## config.mk

```make
export PLATFORM = sky130hd
export DESIGN_NAME = multicycle_controller
export DESIGN_NICKNAME = d
export VERILOG_FILES = /design/src/rtl/multicycle_controller.sv
export SDC_FILE = /design/constraint.sdc
export NUM_CORES = 1
export LEC_CHECK = 0
export ABC_AREA = 0
export BUFFER_PORTS_ARGS = -buffer_cell sky130_fd_sc_hd__buf_2
export CORE_UTILIZATION = 40
export DETAILED_ROUTE_END_ITERATION = 8
export PLACE_DENSITY = 0.68
export SYNTH_ARGS = -nofsm -noshare
export SYNTH_HDL_FRONTEND = slang
export SYNTH_SLANG_ARGS = --single-unit
export TNS_END_PERCENT = 50
```

## constraint.sdc

```tcl
create_clock -name clk -period 2.1 [get_ports clk]
set_input_delay 0 -clock clk [delete_from_list [all_inputs] [get_ports clk]]
set_output_delay 0 -clock clk [all_outputs]
set_load 0.01 [all_outputs]
```

## src/rtl/multicycle_controller.sv

```systemverilog
// Multi-cycle LEGv8 sequencer: fetch/decode/execute/memory/writeback FSM sharing one memory port.
// Optional memory timeout fault enabled by defining MULTICYCLE_CTRL_MEM_TIMEOUT_EN.
module multicycle_controller #(
  parameter int unsigned MEM_TIMEOUT = 16
) (
  input  logic        clk,
  input  logic        rst_n,
  input  logic [31:0] ir,
  input  logic        zero,
  input  logic        mem_ready,
  output logic        mem_req,
  output logic        mem_we,
  output logic        ADDR_SEL,
  output logic        IR_WRITE,
  output logic        PC_WRITE,
  output logic        REG2LOC,
  output logic        ALU_SRC,
  output logic        MEM2REG,
  output logic        REG_WRITE,
  output logic [1:0]  PC_SRC,
  output logic [1:0]  ALU_OP,
  output logic        fault,
  output logic [31:0] retired
);

  typedef enum logic [3:0] {
    IDLE, FETCH, DECODE, EX_R, EX_ADDR, MEM_RD, MEM_WR,
    WB_R, WB_LD, EX_CBZ, EX_B, HALT
  } state_t;

  localparam logic [10:0] OP_ADD  = 11'b10001011000;
  localparam logic [10:0] OP_SUB  = 11'b11001011000;
  localparam logic [10:0] OP_AND  = 11'b10001010000;
  localparam logic [10:0] OP_ORR  = 11'b10101010000;
  localparam logic [10:0] OP_LDUR = 11'b11111000010;
  localparam logic [10:0] OP_STUR = 11'b11111000000;
  localparam logic [7:0]  OP_CBZ  = 8'b10110100;
  localparam logic [5:0]  OP_B    = 6'b000101;

  state_t      state_q, state_d;
  logic        fault_q;
  logic [31:0] retired_q;
  logic        retire;
  logic [20:0] unused_ir;

  assign unused_ir = ir[20:0];

  always_ff @(posedge clk or negedge rst_n) begin
    if (!rst_n) state_q <= IDLE;
    else        state_q <= state_d;
  end

`ifdef MULTICYCLE_CTRL_MEM_TIMEOUT_EN
  logic [4:0] tmo_cnt;
  logic       tmo_hit;

  assign tmo_hit = mem_req && !mem_ready && (tmo_cnt == 5'(MEM_TIMEOUT - 1));

  // Cleared on entry to any memory-access state so each access gets a full budget.
  always_ff @(posedge clk or negedge rst_n) begin
    if (!rst_n)
      tmo_cnt <= '0;
    else if ((state_d != state_q) &&
             (state_d == FETCH || state_d == MEM_RD || state_d == MEM_WR))
      tmo_cnt <= '0;
    else if (mem_req && !mem_ready)
      tmo_cnt <= tmo_cnt + 5'd1;
  end
`else
  localparam int unsigned unused_mem_timeout = MEM_TIMEOUT;
`endif

  always_comb begin
    state_d = state_q;
    case (state_q)
      IDLE:    state_d = FETCH;
      FETCH:   if (mem_ready) state_d = DECODE;
      DECODE: begin
        if (ir[31:24] == OP_CBZ)
          state_d = EX_CBZ;
        else if (ir[31:26] == OP_B)
          state_d = EX_B;
        else if (ir[31:21] == OP_ADD || ir[31:21] == OP_SUB ||
                 ir[31:21] == OP_AND || ir[31:21] == OP_ORR)
          state_d = EX_R;
        else if (ir[31:21] == OP_LDUR || ir[31:21] == OP_STUR)
          state_d = EX_ADDR;
        else
          state_d = HALT;
      end
      EX_R:    state_d = WB_R;
      WB_R:    state_d = FETCH;
      EX_ADDR: state_d = (ir[31:21] == OP_LDUR) ? MEM_RD : MEM_WR;
      MEM_RD:  if (mem_ready) state_d = WB_LD;
      MEM_WR:  if (mem_ready) state_d = FETCH;
      WB_LD:   state_d = FETCH;
      EX_CBZ:  state_d = FETCH;
      EX_B:    state_d = FETCH;
      HALT:    state_d = HALT;
      default: state_d = HALT;
    endcase
`ifdef MULTICYCLE_CTRL_MEM_TIMEOUT_EN
    if (tmo_hit) state_d = HALT;
`endif
  end

  always_comb begin
    mem_req   = 1'b0;
    mem_we    = 1'b0;
    ADDR_SEL  = 1'b0;
    IR_WRITE  = 1'b0;
    PC_WRITE  = 1'b0;
    REG2LOC   = 1'b0;
    ALU_SRC   = 1'b0;
    MEM2REG   = 1'b0;
    REG_WRITE = 1'b0;
    PC_SRC    = 2'b00;
    ALU_OP    = 2'b00;
    case (state_q)
      FETCH: begin
        mem_req  = 1'b1;
        // IR/PC only load when the fetch actually completes.
        IR_WRITE = mem_ready;
        PC_WRITE = mem_ready;
      end
      EX_R: ALU_OP = 2'b10;
      WB_R: begin
        REG_WRITE = 1'b1;
        ALU_OP    = 2'b10;
      end
      EX_ADDR: begin
        ALU_SRC = 1'b1;
        REG2LOC = (ir[31:21] == OP_STUR);
      end
      MEM_RD: begin
        mem_req  = 1'b1;
        ADDR_SEL = 1'b1;
        ALU_SRC  = 1'b1;
      end
      MEM_WR: begin
        mem_req  = 1'b1;
        mem_we   = 1'b1;
        ADDR_SEL = 1'b1;
        ALU_SRC  = 1'b1;
        REG2LOC  = 1'b1;
      end
      WB_LD: begin
        REG_WRITE = 1'b1;
        MEM2REG   = 1'b1;
      end
      EX_CBZ: begin
        REG2LOC  = 1'b1;
        ALU_OP   = 2'b01;
        PC_WRITE = zero;
        PC_SRC   = 2'b01;
      end
      EX_B: begin
        PC_WRITE = 1'b1;
        PC_SRC   = 2'b10;
      end
      default: ;
    endcase
  end

  assign retire = (state_q == WB_R) || (state_q == WB_LD) || (state_q == EX_CBZ) ||
                  (state_q == EX_B) || ((state_q == MEM_WR) && mem_ready);

  always_ff @(posedge clk or negedge rst_n) begin
    if (!rst_n) begin
      fault_q   <= 1'b0;
      retired_q <= '0;
    end else begin
      fault_q <= fault_q || (state_d == HALT);
      if (retire) retired_q <= retired_q + 32'd1;
    end
  end

  assign fault   = fault_q;
  assign retired = retired_q;

endmodule

```

; Word-level counts from Yosys, hierarchy flattened
; Index checks and enable logic that the tools add are counted.
[classes]
addsub = 1
n_eq_ne = 19
mux = 20
reduce_logical = 18
[ops]
columns = op, n
row1 = 11-bit equality test (second input constant), 6
row2 = 32-bit by 1-bit adder with 32-bit output (second input constant), 1
row3 = 4-bit two-way mux, 7
row4 = 4-bit one-hot mux with 7 select lines, 1
row5 = 4-bit by 3-bit equality test with 1-bit output (second input constant), 4
row6 = 4-bit equality test (second input constant), 4
row7 = 1-bit logical OR, 9
row8 = 4-bit by 2-bit equality test with 1-bit output (second input constant), 2
row9 = 8-bit equality test (second input constant), 1
row10 = 2-bit one-hot mux with 2 select lines, 2
row11 = 2-bit OR reduction, 4
row12 = 1-bit two-way mux, 7
row13 = 6-bit by 3-bit equality test with 1-bit output (second input constant), 1
row14 = 3-bit OR reduction, 2
row15 = 5-bit OR reduction, 1
row16 = 4-bit by 1-bit equality test with 1-bit output (second input constant), 1
row17 = 4-bit logical NOT, 1
row18 = 1-bit one-hot mux with 3 select lines, 1
row19 = 2-bit two-way mux, 1
row20 = 1-bit one-hot mux with 2 select lines, 1
row21 = 1-bit logical AND, 1
[word_totals]
regBits = 37
inputBits = 36
out_inout_bits = 46
word_cells = 61

; Longest topological paths before layout
; Gate-level depths: netlist of run 1.
[logic_depth]
depth_word = 10
mapped_depth = 6
mapped_depth_nobuf = 5

; Worst setup path before layout of run 1
; No wires, ideal clock.
[synth_path]
path_kind = reg-to-reg
start = register retired_q[10], in the netlist retired[10]
end = register retired_q[22], in the netlist retired[22]
setup_time_ps = 125
t_arrival_ps = 1727
required_ps = 1975
path_slack_ps = 247
stages_incl_launch_ff = 6
n_path_buf = 0
path_cell_list = dfrtp_1 nand4_2 or4_4 nor3b_4 nand4_1 xnor2_1
[synth_via]
elab_chain_cells = 1
[synth_lines]
columns = item, line_no
row1 = "start, declared", 42  ; logic [31:0] retired_q;
row2 = "start signal, assigned", 174  ; if (retire) retired_q <= retired_q + 32'd1;
row3 = 32-bit by 1-bit adder with 32-bit output, 174
; Every way passes these cells.
; A chain may end at the register's enable or synchronous reset.

; Worst setup path in the final report of run 1
[layout_path]
start = register retired_q[11], in the netlist retired[11]
end = register retired_q[22], in the netlist retired[22]
; Same word-level chain as after synthesis.

==> impl_metrics.csv, run 1 <==
group,metric,value,unit
cells_and_area,nNetsFinal,302,
placed_design,dp_cells,324,
outcome,outcome,"completed",
die,start_util,0.418,
cells_and_area,drive_gt1_frac,0.331,
synthesis,netlist_top_cells_area,"dfrtp_1, xnor2_1, nand2_1",
power,power_per_cell_area,923,mW/mm2
setup_path,worst_ep_required_time,2270,ps
setup_path,cpMaxStageDelayCell,"or4_4",
die,ios,82,
global_route,grt_pass1_wl,6.92,mm
routing,dr_wl_met3,190,um
timing,max_slew_margin,0.470,
routing,routed-wl-met2,2.01,mm
routing,route.detailed.drc,0,
global_route,antenna_found_initial,0,
timing,hold_viol,0,
setup_path,cp_max_fo,6,
cts,cts_buffer_depth,2,
setup_path,cpPeakStageDelay,590,ps
routing,drtIter0Drc,98,
routing,via_count,1692,
setup_path,path_cells,"nand4_2 > or4_4 > nor3b_4 > nand4_1 > xnor2_1",
synthesis,synth_top_area_frac,0.466,
placed_design,gp_congestion,0.766,
timing,period_share,0.936,
timing,fin_skew,5.30,ps
timing,finalSetupTns,0,ps
synthesis,netlist_area,0.00199,mm2
setup_path,cp.buffers_inverters,0,
die,num_rows,25,
synthesis,avgSynthCellArea,10.2,um2
synthesis,synth-main-ff-cell,"dfrtp_1",
setup_path,endpoint_kind,"flip-flop",
placed_design,portBuffers,60,
die,die_y,72.5,um
cts,postCtsSetupRepairBufs,0,
hold_path,worst_hold_path_type,"in -> reg",
cts,clkTransAtPathRegs,70,ps
cells_and_area,area_growth,26.0,%
global_route,grt_max_degree,38,
setup_path,cp_top_family,"simple AND/OR/NAND/NOR gates",
synthesis,yosysSeqAreaShare,0.466,
setup_path,critPathLaunchType,"flip-flop",
cts,clock_sinks,37,
power,intPower,1470,uW
power,power.switching,842,uW
global_route,track_usage,0.170,
timing,worstMarginPinSlew,795,ps
routing,top_layer_used,"met4",
job,maxCapViolations,0,
cells_and_area,antennaDiodeCount,0,
timing,max_freq,509,MHz
synthesis,yosys_warnings,0,
setup_path,crit_type,"reg -> reg",
synthesis,synth_nets,232,
routing,ant_nets,0,
timing,rsz0062_at_grt,"false",
cts,clock_latency,280,ps
power,ir_drop,377,uV
routing,finalWirelength,4.24,mm
timing,slew_viol_final,0,
cts,htreeDepth,2,
synthesis,synthCells,195,
synthesis,async_reset_ff_frac,1.00,
die,fp.dieW,72.5,um
synthesis,yosysMostFrequentCell,"dfrtp_1",
synthesis,synth_edf_count,0,
cells_and_area,final_cells,333,
power,swShare,0.365,
power,p_leak,0.00123,uW
cts,cts_tree,"built",
setup_path,arrival,2130,ps
cells_and_area,n_fill_cell,480,
cts,cts-root-buf,"clkbuf_8",
power,p_total,2310,uW
synthesis,synth_top_area_cell,"dfrtp_1",
placed_design,place_hpwl,3.20,mm
routing,wl_per_cell,12.7,um
power,p_seq_frac,0.402,
routing,via_per_inst,5.08,
synthesis,synthTopCellsByCount,"dfrtp_1, xnor2_1, nand2_1, nor2_1, nand3_1",
synthesis,yosysUniqueCellTypes,49,
cts,cts-buffers-inserted,5,
routing,drt-met1-wl,1.98,mm
power,combPwrFrac,0.366,
synthesis,synth_seq_cells,37,
die,core,0.00475,mm2
timing,setup_viol,0,
timing,fin_crit,1970,ps
routing,drt_pass1_iterations,4,
timing,hold_ws,42.5,ps
global_route,grt_overflow,0,
power,pwr-share-clk,0.232,
global_route,grt_pass1_vias,1556,
die,dieArea,0.00525,mm2
## worst paths after layout
kind	from	end	slack (ps)	cells past startpoint
worst min register to register	fault	fault	460	1
worst max-delay path	retired[11]	retired[22]	130	5
min in group asynchronous	rst_n	retired[31]	340	2
max in group asynchronous	rst_n	state_q[0]	1200	2
worst max register to register	retired[11]	retired[22]	130	5
worst min-delay path	ir[22]	state_q[0]	40	3
## placed cells by master, fill, tap and decap left out, types with 2 or more instances in the layout
cell type	count
a21oi_1	5
nand4_1	7
dfrtp_1	36
and3_1	3
inv_1	5
xnor2_1	23
nor3_1	6
xor2_1	8
o21ai_0	2
nor2_1	17
nand3_1	13
nand2b_1	5
nand2_1	22
buf_4	7
clkbuf_8	7
buf_2	60
and4_1	5
a31o_2	2
## cells by family (layout without fill, tap and decap cells)
kind of cell	count (synthesis)	count (layout)	synth area share
and+or+nand+nor	93	93	0.266
DFF	37	37	0.466
muxes	1	1	0.00504
adders and majority gates	1	1	0.00630
AOI/OAI and AO/OA	22	22	0.0933
xor gates and xnor gates	31	31	0.137
buffers and inverters	10	81	0.0265
## repair_timing
item | 4_1_cts | 5_1_grt
gates resized for setup | 0 | 1
hold endpoints to repair | 37 | 0
hold buffers | 1 | 0
setup endpoints to repair | 0 | 2
## layer usage
layer / vias to the layer above / track usage
met4: 0 / 0.0436
met5: - / 0
met1: 811 / 0.226
met3: 6 / 0.0514
li1: 837 / -
met2: 38 / 0.270
## sequential cells by signal, summed over array words and instances (netlist names)
signal	count
retired	32
fault	1
state_q	4
## area by class of cell
cell class | instances | area [um2] | area share
clock buffer | 7 | 96.3 | 0.0385
inverter | 5 | 18.8 | 0.00750
multi-input combinational | 148 | 1010 | 0.403
tap | 67 | 83.8 | 0.0335
timing repair buffer | 68 | 363 | 0.145
sequential | 37 | 927 | 0.371
clock inverter | 1 | 5.00 | 0.00200
## worst min-delay path, cell delays in order
cell and delay, ps:
buf_2 100, nand3_1 60, nand3_1 110
## per-stage QoR
stage	instance area [um2]	utilization	worst slack (ps)
CTS	2500	0.526	121
finish	2500	0.526	134
global route	2500	0.526	12.3
global placement	2390	0.502	166
detailed placement	2390	0.502	149
floorplan	1990	-	247
## power by group through the flow
stage | logic, uW | registers (uW) | clock network (uW)
4_1_cts | 852 | 927 | 545
6_report | 846 | 927 | 535
3_3_place_gp | 842 | 936 | 0
2_1_floorplan | 594 | 899 | 0
5_1_grt | 934 | 950 | 580
3_5_place_dp | 849 | 940 | 0
Note: power is estimated with default switching activity, not from simulation.
==> run 2, diff against run 1 <==
Clock period 2.1 ns to 1.9 ns, I/O delays scaled along.
==> impl_metrics.csv, run 2 (synthesis gave the netlist of run 1 again) <==
group,metric,value,unit
global_route,grt_overflow,0,
routing,drtIter0Drc,93,
placed_design,gp_congestion,0.826,
outcome,outcome,"completed",
cts,cts_tree,"built",
die,core,0.00475,mm2
power,ir_drop,425,uV
global_route,grt_pass1_wl,7.41,mm
cells_and_area,largest_reg_flops,32,
setup_path,cp_top_family,"simple AND/OR/NAND/NOR gates",
timing,fin_skew,7.64,ps
global_route,grt_pass1_vias,1622,
cells_and_area,fin_util,0.557,
cells_and_area,final_common_cell,"buf_2",
timing,fin_crit,1840,ps
setup_path,cpMaxStageDelayCell,"or4_4",
routing,route.detailed.drc,0,
hold_path,worst_hold_path_type,"in -> reg",
cts,cts_buffer_depth,2,
die,dieArea,0.00525,mm2
routing,via_count,1779,
power,p_total,2630,uW
die,die_y,72.5,um
setup_path,worst_path_most_repeated_cell,"nand4_1",
die,start_util,0.418,
timing,hold_viol,0,
setup_path,cp_max_fo,6,
setup_path,critPathLaunchType,"flip-flop",
routing,drt_pass1_iterations,4,
cells_and_area,nNetsFinal,321,
die,ios,82,
placed_design,preCtsSetupSlack,46.6,ps
timing,setup_viol,0,
cells_and_area,antennaDiodeCount,0,
setup_path,endpoint_kind,"flip-flop",
routing,via_per_inst,5.07,
routing,finalWirelength,4.54,mm
placed_design,portBuffers,60,
routing,wl_per_cell,12.9,um
setup_path,crit_type,"reg -> reg",
die,fp.dieW,72.5,um
cts,cts-root-buf,"clkbuf_8",
cells_and_area,layout.cells.most_common_list,"buf_2, dfrtp_1, buf_4",
timing,hold_ws,43.8,ps
setup_path,path_cells,"nand4_1 > or4_4 > nor3b_4 > nand4_1 > xnor2_1",
cts,clock_latency,290,ps
die,num_rows,25,
global_route,grt_max_degree,38,
setup_path,arrival,2000,ps
cts,clock_sinks,37,
setup_path,cp.buffers_inverters,0,
cts,cts-buffers-inserted,5,
cells_and_area,area_growth,33.3,%
placed_design,place_hpwl,3.40,mm
timing,rsz0062_at_grt,"true",
global_route,antenna_found_initial,0,
setup_path,worst_ep_required_time,2070,ps
timing,max_freq,544,MHz
cts,clkTransAtPathRegs,70,ps
timing,slew_viol_final,0,
timing,setup_slack,62.8,ps
power,power_per_cell_area,994,mW/mm2
routing,ant_nets,0,
cts,htreeDepth,2,
timing,max_slew_margin,0.467,
timing,worstMarginPinSlew,799,ps
global_route,track_usage,0.181,
timing,period_share,0.967,
job,maxCapViolations,0,
cells_and_area,drive_gt1_frac,0.377,
setup_path,cpPeakStageDelay,550,ps
cells_and_area,n_fill_cell,455,
power,p_leak,0.00133,uW
## run 2: area by class of cell
class	count	area, um2	area share
Clock buffer	7	86.3	0.0326
Sequential cell	37	928	0.351
Tap cell	67	83.8	0.0317
Timing Repair Buffer	87	505	0.191
Inverter	5	18.8	0.00709
Multi-Input combinational cell	148	1020	0.387
## run 2: metrics by stage
stage	std cells	cell area, um2	TNS, ps
global route	351	2650	-6.15
CTS	350	2620	0
global placement	342	2520	0
finish	351	2650	0
detailed placement	342	2520	0
floorplan	195	1990	0
## run 2: worst paths after layout
check | startpoint | cells past startpoint | slack, ps | endpoint
max reg2reg | retired[17] | 5 | 60 | retired[22]
max in group asynchronous | rst_n | 2 | 990 | state_q[0]
max | retired[17] | 5 | 60 | retired[22]
min | ir[22] | 3 | 40 | state_q[0]
min reg2reg | fault | 1 | 470 | fault
min in group asynchronous | rst_n | 2 | 340 | retired[31]
## run 2: repair_timing
item,in CTS,in global routing
hold buffers,1,0
setup buffers,0,1
gates resized for setup,0,5
endpoints found under the setup margin,0,18
hold endpoints to repair,37,0
## run 2: report_power, final
group	internal (uW)	switching, uW	total [uW]
registers	879	131	1010
logic	507	575	1080
clock network	287	253	540
## run 2: worst register-to-register path, delay by kind of cell, from the launching register on
kind	cells	cell delay, ps
AND/OR/NAND/NOR	4	1180
flip-flops	1	390
XOR/XNOR	1	150
## run 2: per-layer routing
| metal | vias up | track usage | share of wire |
|---|---|---|---|
| li1 | 875 | - | - |
| met1 | 850 | 0.247 | 0.46 |
| met2 | 43 | 0.281 | 0.49 |
| met3 | 11 | 0.0500 | 0.037 |
| met4 | 0 | 0.0545 | 0.019 |
| met5 | - | 0 | 0 |
